`config.mk`:
```
export PLATFORM = sky130hd
export DESIGN_NAME = uart
export DESIGN_NICKNAME = d
export VERILOG_FILES = /design/src/rtl/uart.sv
export SDC_FILE = /design/constraint.sdc
export NUM_CORES = 1
export LEC_CHECK = 0
export CORE_MARGIN = 10
export CORE_UTILIZATION = 55
export CTS_BUF_LIST = sky130_fd_sc_hd__clkbuf_8 sky130_fd_sc_hd__clkbuf_16
export DETAILED_ROUTE_END_ITERATION = 6
export PLACE_DENSITY_LB_ADDON = 0.15
export RECOVER_POWER = 25
export SLEW_MARGIN = 20
export SYNTH_ARGS = -nofsm -noshare
export SYNTH_HDL_FRONTEND = slang
export SYNTH_SLANG_ARGS = --single-unit
```
`constraint.sdc`:
```
create_clock -name clk -period 7.2 [get_ports clk]
set_clock_uncertainty 0.15 [all_clocks]
set_input_delay 2.16 -clock clk [delete_from_list [all_inputs] [get_ports clk]]
set_output_delay 2.16 -clock clk [all_outputs]
set_load 0.01 [all_outputs]
```
`src/rtl/uart.sv`:
```
// ---------------------------------------------------------------------------
// uart -- 8N1 serial transmitter/receiver sharing one oversampling divider.
//
// A free-running divider produces one oversample tick every CLOCK_DIVIDE clks
// (CLOCK_RATE / (BAUD_RATE * PRESCALER), floored, never below 1). The receiver
// samples the synchronised rx line on those ticks, aiming at the middle of
// each bit. The transmitter times its bits with its own clk counter so every
// bit lasts exactly PRESCALER * CLOCK_DIVIDE clks, whatever the divider phase
// was when the frame started. Receiver and transmitter are independent.
//
// Optional feature (macro UART_RX_ERROR_EN):
//   defined   -> start-bit glitches and bad stop bits pulse rx_error; after a
//                bad stop bit the receiver waits for one full bit time of
//                idle-high line before it looks for a new start bit.
//   undefined -> rx_error is tied low, the stop bit is not checked, and a
//                start-bit glitch silently returns the receiver to idle.
//
// Ports:
//   clk             in   system clock, rising edge
//   rst             in   asynchronous active-low reset
//   rx              in   serial receive line (idle high, asynchronous)
//   tx              out  serial transmit line (idle high, registered)
//   transmit        in   level request to send tx_byte
//   tx_byte         in   byte to send, captured when a frame starts
//   received        out  one-clk pulse, rx_byte holds a new byte
//   rx_byte         out  last good received byte
//   is_receiving    out  receiver is not idle
//   is_transmitting out  transmitter is not idle
//   rx_error        out  one-clk pulse on a receive fault
// ---------------------------------------------------------------------------
module uart #(
    parameter int CLOCK_RATE = 50000000,
    parameter int BAUD_RATE  = 9600,
    parameter int PRESCALER  = 8
) (
    input  logic       clk,
    input  logic       rst,
    input  logic       rx,
    output logic       tx,
    input  logic       transmit,
    input  logic [7:0] tx_byte,
    output logic       received,
    output logic [7:0] rx_byte,
    output logic       is_receiving,
    output logic       is_transmitting,
    output logic       rx_error
);

    localparam int DIVIDE_RAW     = CLOCK_RATE / (BAUD_RATE * PRESCALER);
    localparam int CLOCK_DIVIDE   = (DIVIDE_RAW < 1) ? 1 : DIVIDE_RAW;
    localparam int BIT_CLKS       = PRESCALER * CLOCK_DIVIDE;
    localparam int HALF_TICKS     = (PRESCALER / 2 < 1) ? 1 : PRESCALER / 2;

    localparam int DIV_W  = (CLOCK_DIVIDE > 1) ? $clog2(CLOCK_DIVIDE) : 1;
    localparam int TICK_W = $clog2(PRESCALER + 1);
    localparam int BIT_W  = (BIT_CLKS > 1) ? $clog2(BIT_CLKS) : 1;

    localparam logic [DIV_W-1:0]  DIV_LAST   = DIV_W'(CLOCK_DIVIDE - 1);
    localparam logic [TICK_W-1:0] TICK_FULL  = TICK_W'(PRESCALER);
    localparam logic [TICK_W-1:0] TICK_HALF  = TICK_W'(HALF_TICKS);
    localparam logic [TICK_W-1:0] TICK_ONE   = TICK_W'(1);
    localparam logic [BIT_W-1:0]  BIT_LAST   = BIT_W'(BIT_CLKS - 1);
    localparam logic [BIT_W-1:0]  BIT_ONE    = BIT_W'(1);

    // -----------------------------------------------------------------------
    // Oversample divider
    // -----------------------------------------------------------------------
    logic [DIV_W-1:0] div_count_reg;
    logic             tick;

    assign tick = (div_count_reg == DIV_LAST);

    always_ff @(posedge clk or negedge rst) begin
        if (!rst) begin
            div_count_reg <= '0;
        end else if (tick) begin
            div_count_reg <= '0;
        end else begin
            div_count_reg <= div_count_reg + DIV_W'(1);
        end
    end

    // -----------------------------------------------------------------------
    // rx synchroniser; both flops reset to the idle level so reset release
    // never looks like a start bit.
    // -----------------------------------------------------------------------
    logic rx_meta_reg;
    logic rx_sync_reg;

    always_ff @(posedge clk or negedge rst) begin
        if (!rst) begin
            rx_meta_reg <= 1'b1;
            rx_sync_reg <= 1'b1;
        end else begin
            rx_meta_reg <= rx;
            rx_sync_reg <= rx_meta_reg;
        end
    end

    // -----------------------------------------------------------------------
    // Receiver
    // rx_count_reg counts oversample ticks down to the next sample point;
    // a sample is taken on the tick where it reads 1.
    // -----------------------------------------------------------------------
    typedef enum logic [2:0] {
        RX_IDLE,
        RX_CHECK_START,
        RX_READ_BITS,
`ifdef UART_RX_ERROR_EN
        RX_ERROR_WAIT,
`endif
        RX_CHECK_STOP
    } rx_state_t;

    rx_state_t         rx_state_reg;
    logic [TICK_W-1:0] rx_count_reg;
    logic [2:0]        rx_bit_reg;
    logic [7:0]        rx_shift_reg;
    logic [7:0]        rx_byte_reg;
    logic              received_reg;
    logic              is_receiving_reg;
`ifdef UART_RX_ERROR_EN
    logic              rx_error_reg;
`endif

    always_ff @(posedge clk or negedge rst) begin
        if (!rst) begin
            rx_state_reg     <= RX_IDLE;
            rx_count_reg     <= '0;
            rx_bit_reg       <= '0;
            rx_shift_reg     <= '0;
            rx_byte_reg      <= '0;
            received_reg     <= 1'b0;
            is_receiving_reg <= 1'b0;
`ifdef UART_RX_ERROR_EN
            rx_error_reg     <= 1'b0;
`endif
        end else begin
            received_reg <= 1'b0;
`ifdef UART_RX_ERROR_EN
            rx_error_reg <= 1'b0;
`endif
            case (rx_state_reg)
                RX_IDLE: begin
                    if (!rx_sync_reg) begin
                        rx_state_reg     <= RX_CHECK_START;
                        rx_count_reg     <= TICK_HALF;
                        is_receiving_reg <= 1'b1;
                    end
                end

                RX_CHECK_START: begin
                    if (tick) begin
                        if (rx_count_reg == TICK_ONE) begin
                            if (!rx_sync_reg) begin
                                rx_state_reg <= RX_READ_BITS;
                                rx_count_reg <= TICK_FULL;
                                rx_bit_reg   <= '0;
                            end else begin
                                // Line went back high before mid-bit: a glitch.
                                rx_state_reg     <= RX_IDLE;
                                is_receiving_reg <= 1'b0;
`ifdef UART_RX_ERROR_EN
                                rx_error_reg     <= 1'b1;
`endif
                            end
                        end else begin
                            rx_count_reg <= rx_count_reg - TICK_ONE;
                        end
                    end
                end

                RX_READ_BITS: begin
                    if (tick) begin
                        if (rx_count_reg == TICK_ONE) begin
                            rx_shift_reg <= {rx_sync_reg, rx_shift_reg[7:1]};
                            rx_count_reg <= TICK_FULL;
                            if (rx_bit_reg == 3'd7) begin
                                rx_state_reg <= RX_CHECK_STOP;
                            end else begin
                                rx_bit_reg <= rx_bit_reg + 3'd1;
                            end
                        end else begin
                            rx_count_reg <= rx_count_reg - TICK_ONE;
                        end
                    end
                end

                RX_CHECK_STOP: begin
                    if (tick) begin
                        if (rx_count_reg == TICK_ONE) begin
`ifdef UART_RX_ERROR_EN
                            if (rx_sync_reg) begin
                                rx_byte_reg      <= rx_shift_reg;
                                received_reg     <= 1'b1;
                                rx_state_reg     <= RX_IDLE;
                                is_receiving_reg <= 1'b0;
                            end else begin
                                // Framing error: keep the previous rx_byte.
                                rx_error_reg <= 1'b1;
                                rx_state_reg <= RX_ERROR_WAIT;
                                rx_count_reg <= TICK_FULL;
                            end
`else
                            rx_byte_reg      <= rx_shift_reg;
                            received_reg     <= 1'b1;
                            rx_state_reg     <= RX_IDLE;
                            is_receiving_reg <= 1'b0;
`endif
                        end else begin
                            rx_count_reg <= rx_count_reg - TICK_ONE;
                        end
                    end
                end

`ifdef UART_RX_ERROR_EN
                RX_ERROR_WAIT: begin
                    // Any low level restarts the one-bit idle qualification.
                    if (!rx_sync_reg) begin
                        rx_count_reg <= TICK_FULL;
                    end else if (tick) begin
                        if (rx_count_reg == TICK_ONE) begin
                            rx_state_reg     <= RX_IDLE;
                            is_receiving_reg <= 1'b0;
                        end else begin
                            rx_count_reg <= rx_count_reg - TICK_ONE;
                        end
                    end
                end
`endif

                default: begin
                    rx_state_reg     <= RX_IDLE;
                    is_receiving_reg <= 1'b0;
                end
            endcase
        end
    end

    assign received     = received_reg;
    assign rx_byte      = rx_byte_reg;
    assign is_receiving = is_receiving_reg;
`ifdef UART_RX_ERROR_EN
    assign rx_error     = rx_error_reg;
`else
    assign rx_error     = 1'b0;
`endif

    // -----------------------------------------------------------------------
    // Transmitter
    // tx_count_reg counts clks down to the end of the current bit so each bit
    // is exactly BIT_CLKS long independent of the oversample divider phase.
    // -----------------------------------------------------------------------
    typedef enum logic [1:0] {
        TX_IDLE,
        TX_START,
        TX_DATA,
        TX_STOP
    } tx_state_t;

    tx_state_t        tx_state_reg;
    logic [BIT_W-1:0] tx_count_reg;
    logic [2:0]       tx_bit_reg;
    logic [7:0]       tx_shift_reg;
    logic             tx_reg;
    logic             is_transmitting_reg;

    always_ff @(posedge clk or negedge rst) begin
        if (!rst) begin
            tx_state_reg        <= TX_IDLE;
            tx_count_reg        <= '0;
            tx_bit_reg          <= '0;
            tx_shift_reg        <= '0;
            tx_reg              <= 1'b1;
            is_transmitting_reg <= 1'b0;
        end else begin
            case (tx_state_reg)
                TX_IDLE: begin
                    if (transmit) begin
                        tx_shift_reg        <= tx_byte;
                        tx_state_reg        <= TX_START;
                        tx_count_reg        <= BIT_LAST;
                        tx_reg              <= 1'b0;
                        is_transmitting_reg <= 1'b1;
                    end
                end

                TX_START: begin
                    if (tx_count_reg == '0) begin
                        tx_state_reg <= TX_DATA;
                        tx_count_reg <= BIT_LAST;
                        tx_bit_reg   <= '0;
                        tx_reg       <= tx_shift_reg[0];
                        tx_shift_reg <= {1'b0, tx_shift_reg[7:1]};
                    end else begin
                        tx_count_reg <= tx_count_reg - BIT_ONE;
                    end
                end

                TX_DATA: begin
                    if (tx_count_reg == '0) begin
                        tx_count_reg <= BIT_LAST;
                        if (tx_bit_reg == 3'd7) begin
                            tx_state_reg <= TX_STOP;
                            tx_reg       <= 1'b1;
                        end else begin
                            tx_bit_reg   <= tx_bit_reg + 3'd1;
                            tx_reg       <= tx_shift_reg[0];
                            tx_shift_reg <= {1'b0, tx_shift_reg[7:1]};
                        end
                    end else begin
                        tx_count_reg <= tx_count_reg - BIT_ONE;
                    end
                end

                TX_STOP: begin
                    if (tx_count_reg == '0) begin
                        // A request still pending chains the next frame with
                        // no idle gap after the stop bit.
                        if (transmit) begin
                            tx_shift_reg <= tx_byte;
                            tx_state_reg <= TX_START;
                            tx_count_reg <= BIT_LAST;
                            tx_reg       <= 1'b0;
                        end else begin
                            tx_state_reg        <= TX_IDLE;
                            is_transmitting_reg <= 1'b0;
                        end
                    end else begin
                        tx_count_reg <= tx_count_reg - BIT_ONE;
                    end
                end

                default: begin
                    tx_state_reg        <= TX_IDLE;
                    tx_reg              <= 1'b1;
                    is_transmitting_reg <= 1'b0;
                end
            endcase
        end
    end

    assign tx              = tx_reg;
    assign is_transmitting = is_transmitting_reg;

endmodule

```
==> impl_metrics.yaml, run 1 <==
power_and_ir_drop:
  ir_drop_mv: 0.216
  p_per_area_nw_per_um2: 178
  power.leakage_nw: 1.83
  netSwitchingFraction: 0.207
  power_frac_clock: 0.452
  p_int_mw: 0.579
  power.switching_mw: 0.151
  p_comb_frac: 0.026
  p_seq_frac: 0.522
cells_and_area:
  finish.utilization: 0.642
  diodes: 0
  layout_common_cells: "64 x dfrtp_1, 34 x mux2_2, 22 x nor2_1, 21 x clkdlybuf4s50_1, 19 x inv_1"
  nNetsFinal: 388
  layout_commonest_cell: "dfrtp_1"
  area_delta_synth_final_pct: 12.7
  fill_cells: 532
  drive_gt1_frac: 0.182
  largest_reg_flops: 13
grt:
  grt_use_total: 0.142
  gr-total-overflow: 0
  grt_pass1_vias: 2583
  grt_pass1_wl_microns: 12100
  grt_max_degree: 68
  antenna_found_initial: 0
critical_path:
  required_ns: 7.32
  critPathMaxStageDelay_ns: 0.68
  crit_path_cell_trace: "clkdlybuf4s50_1 -> nor2_1 -> a41oi_1 -> o31a_1 -> o22a_1"
  arrival_ns: 3.90
  crit_type: "input pin to flip-flop"
  crit_buf_inv: 1
  endpoint_kind: "flip-flop"
  crit_path_start_kind: "input pin"
  cp_max_fo: 11
  cp_slowest_cell: "clkdlybuf4s50_1"
  critical_path.top_delay_family: "compound AO/OA/AOI/OAI gates"
place:
  dp_hpwl_microns: 4730
  globalplace.congestion: 0.800
  io_buffers: 23
  pre_cts_slack_ns: 3.08
clock_tree:
  clock_path_buffers: 2
  clock_sinks: 67
  root_buffer: "clkbuf_8"
  ctsResizeCount: 0
  cts_tree: "done"
  path_clk_slew_ns: 0.07
  clk_latency_ns: 0.34
  cts_buffers: 9
  cts_hold_buf: 0
  htree_levels: 3
  cts_setup_buffers: 0
floorplan:
  fp-row-count: 29
  die_h_microns: 101
  die_w_microns: 101
  initial_core_util: 0.570
  pin_count: 25
  core_area_sq_um: 6390
  die_area_sq_um: 10300
yosys:
  synth_edf_count: 0
  synth-seq-cells: 67
  netlist-cell-type-count: 59
  postSynthAreaPerCell_sq_um: 10.9
  synth.largest_area_cell: "dfrtp_1"
  syn_nets: 364
  ys_warn_count: 0
  synthTopCellsByArea: "dfrtp_1 44%, mux2_2 11%, ha_1 6.2%"
  syn_inst: 334
  synth.top_cell.area_share: 0.440
  ys_async_sr_fraction: 1.00
  yosys_most_used_dff: "dfrtp_1"
  synth_area_sq_um: 3640
  yosysSeqAreaShare: 0.462
hold_path:
  hp-class: "flip-flop to flip-flop"
timing:
  finalSetupTns_ns: 0
  maxSlewHeadroom: 0.136
  final-setup-viol-count: 0
  post-route-period-util: 0.524
  setup_slack_ns: 3.43
  rsz0062_at_grt: "false"
  tightest_slew_ns: 1.26
  fmax_ghz: 0.265
  layout_min_cycle_time_ns: 3.77
  drv_slew: 0
  finalHoldViolCount: 0
detailed_routing:
  viasPerCell: 5.98
  drt_first_pass_iters: 5
  drt-total-wl_microns: 6860
  drtIter0Drc: 94
  via_count: 2627
  drc: 0
  ant_nets: 0
  wire_per_inst_microns: 15.6
flow_run:
  max-cap-violations: 0
run_status:
  status: "completed"
path summary, 6_finish.rpt:
| kind | start | endpoint | slack, ns | depth (start not counted) |
|---|---|---|---|---|
| worst max register to register | tx_count_reg[0] | tx_shift_reg[5] | 3.91 | 6 |
| min in group asynchronous | rst | rx_shift_reg[0] | 1.84 | 2 |
| worst min register to register | rx_meta_reg | rx_sync_reg | 0.21 | 0 |
| max in group asynchronous | rst | tx_count_reg[4] | 4.49 | 2 |
| worst max-delay path | transmit | tx_count_reg[2] | 3.43 | 5 |
| worst min-delay path | rx_meta_reg | rx_sync_reg | 0.21 | 0 |
through the flow:
stage          std cells  total power [mW]  area (sq um)  hold WS [ns]
2_1_floorplan        334             0.394          3640         0.195
3_3_place_gp         424             0.408          3930         0.201
3_5_place_dp         424             0.408          3930         0.198
4_1_cts              439             0.741          4130         0.219
5_1_grt              439             0.757          4100         0.221
6_report             439             0.730          4100         0.214
Yosys cell counts (7+ instances only):
master	number
clkbuf_1	11
nand3_1	9
nand2b_1	7
nand2_1	18
o21ai_0	10
inv_1	18
nor3_1	7
mux2_2	34
nor2_1	22
a21oi_1	17
dfrtp_1	64
ha_1	18
metal layers:
layer / global-route usage / vias up / share of wire
met5: 0 / - / 0
met4: 0.0407 / 0 / 0.0092
met3: 0.0490 / 6 / 0.043
met2: 0.230 / 49 / 0.49
met1: 0.176 / 1294 / 0.46
li1: - / 1278 / -
cell type report:
type                       instances  area (sq um)  share of cell area
clock buffer                       9           124              0.0302
tap                               77          96.3              0.0235
multi-input combinational        237          1810               0.441
clock inverter                     6          82.6              0.0201
sequential                        67          1680               0.410
inverter                          18          67.6              0.0165
timing repair buffer              25           240              0.0586
kinds of logic after synthesis:
group | after synthesis | synth area share
AND/OR/NAND/NOR | 95 | 0.146
AO/OA/AOI/OAI | 77 | 0.161
flip-flops | 67 | 0.462
multiplexers | 38 | 0.118
buffers and inverters | 30 | 0.0320
adder cells (fa/ha/maj) | 18 | 0.0619
XOR/XNOR | 8 | 0.0192
other | 1 | 0.00103
worst register-to-register path: stages, from the launching register on:
cell,delay (ns)
dfrtp_1,0.42
inv_1,0.10
ha_1,0.14
nor4b_1,0.84
nand3_2,0.53
a221oi_4,0.61
mux2_2,0.39
power by group through the flow:
stage | clock, mW | sequential, mW | combinational [mW]
after floorplan | 0 | 0.388 | 0.00582
after global placement | 0 | 0.389 | 0.0193
after detailed placement | 0 | 0.388 | 0.0197
after CTS | 0.340 | 0.381 | 0.0196
after global routing | 0.354 | 0.382 | 0.0214
final | 0.330 | 0.381 | 0.0188
No activity file was read; power rests on OpenSTA's default activity.
==> run 2, diff against run 1 <==
clock period = 3.5 ns   (was 7.2 ns; I/O delays follow)
==> run 2 against run 1 <==
Effect of this change:
- the run now ends with capacitance limit, slew limit left
- register-to-register slack worse by 3.0 ns
- via count up 1.3%
- first-iteration DRC count increased by 19%
- combinational power up 100%
- power up 120%
- setup slack worse by 2.6 ns
- worst hold slack worse by 0.0017 ns
- critical path type unchanged
- critical endpoint is now tx_shift_reg[3]
==> impl_metrics.yaml, run 2 (synthesis results as in run 1) <==
cells_and_area:
  nNetsFinal: 393
  drive_gt1_frac: 0.209
  area_delta_synth_final_pct: 15.7
  layout_common_cells: "64 x dfrtp_1, 34 x mux2_2, 22 x nor2_1, 22 x clkdlybuf4s50_1"
  layout_commonest_cell: "dfrtp_1"
  diodes: 0
  largest_reg_flops: 13
  stdcell_area_sq_um: 4210
  fin_cells: 445
flow_run:
  max-cap-violations: 1
clock_tree:
  clk_latency_ns: 0.34
  cts_setup_buffers: 0
  ctsResizeCount: 0
  cts_hold_buf: 0
  clock_sinks: 67
  cts_buffers: 9
  root_buffer: "clkbuf_8"
  clock_path_buffers: 2
  htree_levels: 3
  path_clk_slew_ns: 0.08
  cts_tree: "done"
place:
  dp_hpwl_microns: 4820
  dpl-instance-area_sq_um: 3980
  globalplace.congestion: 0.800
  dp_cells: 429
  io_buffers: 23
critical_path:
  crit_cells: 4
  required_ns: 3.58
  crit_buf_inv: 1
  crit_type: "input pin to flip-flop"
  endpoint_kind: "flip-flop"
  crit_path_start_kind: "input pin"
  critPathMaxStageDelay_ns: 0.67
  cp_max_fo: 11
  crit_path_cell_trace: "clkdlybuf4s50_1 -> nor2_1 -> a221oi_4 -> mux2_2"
  reg2reg_depth: 7
  cp_slowest_cell: "clkdlybuf4s50_1"
  critical_path.top_delay_family: "buffers and inverters"
  arrival_ns: 2.71
timing:
  rsz0062_at_grt: "false"
  fmax_ghz: 0.380
  final-setup-viol-count: 0
  maxSlewHeadroom: -0.0803
  post-route-period-util: 0.753
  finalHoldViolCount: 0
  drv_slew: 68
  tightest_slew_ns: 1.62
  layout_min_cycle_time_ns: 2.63
  finalSetupTns_ns: 0
hold_path:
  hp-class: "flip-flop to flip-flop"
  holdPathStages: 0
detailed_routing:
  ant_nets: 0
  viasPerCell: 5.98
  drt-total-wl_microns: 6950
  drt_first_pass_iters: 5
  via_count: 2661
  wire_per_inst_microns: 15.6
  drtIter0Drc: 112
  drc: 0
floorplan:
  initial_core_util: 0.570
  pin_count: 25
  die_w_microns: 101
  core_area_sq_um: 6390
  die_h_microns: 101
  fp-row-count: 29
  die_area_sq_um: 10300
grt:
  grt_pass1_vias: 2683
  busiest_layer: "met2"
  met1_usage: 0.170
  gr-usage-met3: 0.0524
  gr-total-overflow: 0
  antenna_found_initial: 0
  grt_use_total: 0.144
  grt_max_degree: 68
  grt_pass1_wl_microns: 12200
  grt_use_met2: 0.238
run_status:
  status: "finished, violations left"
  violations: "capacitance limit, slew limit"
power_and_ir_drop:
  power_frac_clock: 0.490
  p_comb_frac: 0.024
  netSwitchingFraction: 0.209
  p_seq_frac: 0.486
  p_int_mw: 1.28
  power.leakage_nw: 1.87
  power.switching_mw: 0.337
  p_per_area_nw_per_um2: 383
  ir_drop_mv: 0.318
run 2: stage by stage:
stage,hold WS (ns),util,setup slack [ns],power (mW)
2_1_floorplan,0.195,-,1.10,0.810
3_3_place_gp,0.202,0.623,0.538,0.841
3_5_place_dp,0.201,0.623,0.521,0.842
4_1_cts,0.216,0.662,0.866,1.64
5_1_grt,0.225,0.659,0.768,1.67
6_report,0.212,0.659,0.865,1.61
run 2: final cells by class:
type | instances | area (sq um)
Fill cell | 505 | 2180
Multi-Input combinational cell | 237 | 1840
Sequential cell | 67 | 1680
Timing Repair Buffer | 30 | 275
Clock buffer | 9 | 124
Clock inverter | 7 | 124
Tap cell | 77 | 96.3
Inverter | 18 | 67.6
run 2: power by group through the flow:
stage               clock, mW  sequential [mW]  combinational, mW
finish                  0.790            0.785             0.0383
global placement            0            0.799             0.0417
global route            0.842            0.785             0.0433
CTS                     0.808            0.784             0.0424
floorplan                   0            0.798             0.0120
detailed placement          0            0.799             0.0422
run 2: final timing paths:
kind                                       from          endpoint  slack (ns)
min in group asynchronous                   rst   rx_shift_reg[0]        1.03
worst min register to register      rx_meta_reg       rx_sync_reg        0.21
worst max-delay path                   transmit   tx_shift_reg[3]        0.87
max in group asynchronous                   rst  div_count_reg[7]        1.18
worst max register to register  tx_count_reg[0]   tx_shift_reg[3]        0.96
worst min-delay path                rx_meta_reg       rx_sync_reg        0.21
run 2: worst register-to-register path: cells and delay by family, from the launching register on:
kind	cells	cell delay [ns]
compound gates	1	0.56
simple gates	2	0.46
flops	1	0.43
mux	1	0.40
buf+inv	2	0.28
fa+ha+maj	1	0.15
run 2: layer usage:
layer,wire [microns],vias to the layer above
li1,-,1287
met1,3120,1312
met2,3430,55
met3,321,7
met4,69,0
met5,0,-
==> run 3, diff against run 2 <==
CORE_UTILIZATION = 53   (was 55)
clock period = 2.3 ns   (was 3.5 ns; I/O delays follow)
==> run 3 against run 2 <==
Effect of this change:
- the flow now finishes without violations
- wire length rose by 7.9%
- die area increased by 3.0%
- worst hold slack worse by 0.0050 ns
- combinational power is 60% higher
- sequential power up 52%
- clock power rose by 25%
- sequential cell count did not move
- global-route usage is 0.62 points higher
- final area up 5.1%
- critical path type is now flip-flop to output port
- utilization fell by 0.10 points
- clock-buffer cell count is 1 higher
==> impl_metrics.yaml, run 3 (synthesis results as in run 1) <==
detailed_routing:
  wl_met3_microns: 252
  ant_nets: 0
  m1WireLength_microns: 3370
  via_count: 2767
  drt-total-wl_microns: 7490
  drtIter0Drc: 108
  wire_per_inst_microns: 15.8
  viasPerCell: 5.84
  drc: 0
  routed-wl-met2_microns: 3760
  routed.top_layer: "met4"
  drt_first_pass_iters: 4
place:
  pre_cts_slack_ns: -0.0392
  dp_cells: 456
  io_buffers: 23
  dp_hpwl_microns: 5310
  globalplace.congestion: 0.836
grt:
  gr-total-overflow: 0
  grt_max_degree: 68
  grt_use_total: 0.150
  grt_pass1_vias: 2723
  antenna_found_initial: 0
  grt_pass1_wl_microns: 12700
floorplan:
  initial_core_util: 0.542
  pin_count: 25
  fp-row-count: 30
  die_area_sq_um: 10600
  core_area_sq_um: 6720
  die_w_microns: 103
  die_h_microns: 103
timing:
  final-setup-viol-count: 0
  post-route-period-util: 0.978
  fmax_ghz: 0.444
  tightest_slew_ns: 1.44
  maxSlewHeadroom: 0.0369
  drv_slew: 0
  setup_slack_ns: 0.0500
  finalHoldViolCount: 0
  layout_min_cycle_time_ns: 2.25
  rsz0062_at_grt: "true"
clock_tree:
  htree_levels: 3
  cts_hold_buf: 0
  path_clk_slew_ns: 0.07
  root_buffer: "clkbuf_8"
  clk_latency_ns: 0.35
  cts_tree: "done"
  clock_path_buffers: 2
  cts_buffers: 9
  clock_sinks: 67
hold_path:
  hp-start: "rx_meta_reg"
  holdPathEnd: "rx_sync_reg"
  holdPathStages: 0
  hp-class: "flip-flop to flip-flop"
cells_and_area:
  fin_cells: 474
  diodes: 0
  fill_cells: 529
  multi_input_area_sq_um: 1890
  drive_gt1_frac: 0.272
  largest_reg_flops: 13
  finish.utilization: 0.658
  nNetsFinal: 419
  layout_commonest_cell: "dfrtp_1"
  layout_common_cells: "63 x dfrtp_1, 34 x mux2_2, 30 x buf_4, 22 x nor2_1, 22 x clkdlybuf4s50_1"
  regArea_sq_um: 1680
  area_delta_synth_final_pct: 21.5
power_and_ir_drop:
  p_comb_frac: 0.027
  p_int_mw: 1.74
  p_seq_frac: 0.533
  ir_drop_mv: 0.386
  power.switching_mw: 0.503
  power.leakage_nw: 2.00
  netSwitchingFraction: 0.224
  p_per_area_nw_per_um2: 507
  power_mw: 2.24
  power_frac_clock: 0.440
critical_path:
  reg2reg_depth: 5
  cp_max_fo: 2
  critPathMaxStageDelay_ns: 0.54
  critical_path.top_delay_family: "flip-flops"
  crit_path_cell_trace: "clkdlybuf4s50_1"
  crit_type: "flip-flop to output port"
  required_ns: 1.46
  r2r-end: "rx_bit_reg[1]"
  arrival_ns: 1.41
  endpoint_kind: "output port"
  crit_path_start_kind: "flip-flop"
  cp_slowest_cell: "dfstp_2"
  r2r_start: "div_count_reg[4]"
  reg2reg_slack_ns: 0.05
  crit_buf_inv: 1
flow_run:
  max-cap-violations: 0
run_status:
  status: "completed"
-- run 3: cell types whose count changed in the layout (fill, tap and decap cells not counted), sizes merged --
cell / change
bufinv: -2
inv: +1
clkinv: -1
buf: +27
clkinvlp: +1
-- run 3: layout make-up --
type,count,share of cell area
Multi-Input combinational cell,237,0.428
Timing Repair Buffer,56,0.110
Inverter,18,0.0153
Clock inverter,6,0.0130
Clock buffer,10,0.0311
Tap cell,80,0.0226
Sequential cell,67,0.380
-- run 3: power groups by stage --
stage | Clock (mW) | Sequential, mW | Combinational (mW)
3_3_place_gp | 0 | 1.22 | 0.0667
2_1_floorplan | 0 | 1.21 | 0.0182
6_report | 0.986 | 1.19 | 0.0612
5_1_grt | 1.05 | 1.19 | 0.0699
4_1_cts | 1.01 | 1.19 | 0.0674
3_5_place_dp | 0 | 1.22 | 0.0672
-- run 3: worst max path at each step --
stage	from	end	cells past startpoint
after global routing	div_count_reg[4]	rx_bit_reg[2]	5
after CTS	rx_count_reg[1]	rx_shift_reg[7]	8
final	tx	tx	1
after global placement	transmit	tx_count_reg[2]	6
after floorplan	rx_count_reg[1]	is_receiving	7
after detailed placement	transmit	tx_count_reg[2]	6
-- run 3: per-stage QoR --
stage / hold slack [ns] / cell area [sq um] / setup TNS [ns]
finish: 0.207 / 4420 / 0
floorplan: 0.195 / 3640 / 0
global placement: 0.198 / 4170 / -0.0299
detailed placement: 0.198 / 4170 / -0.0972
global route: 0.209 / 4420 / -0.0979
CTS: 0.203 / 4380 / 0
-- run 3: metal layers --
metal  global-route usage  up-vias
li1                     -     1339
met1                0.180     1374
met2                0.256       42
met3               0.0302       12
met4               0.0610        0
met5                    0        -
-- run 3: what timing repair did --
action	in CTS	in global routing
setup buffers	0	2
gates cloned	0	0
gates resized for setup	2	9
pin swaps	0	1
endpoints found under the setup margin	2	24
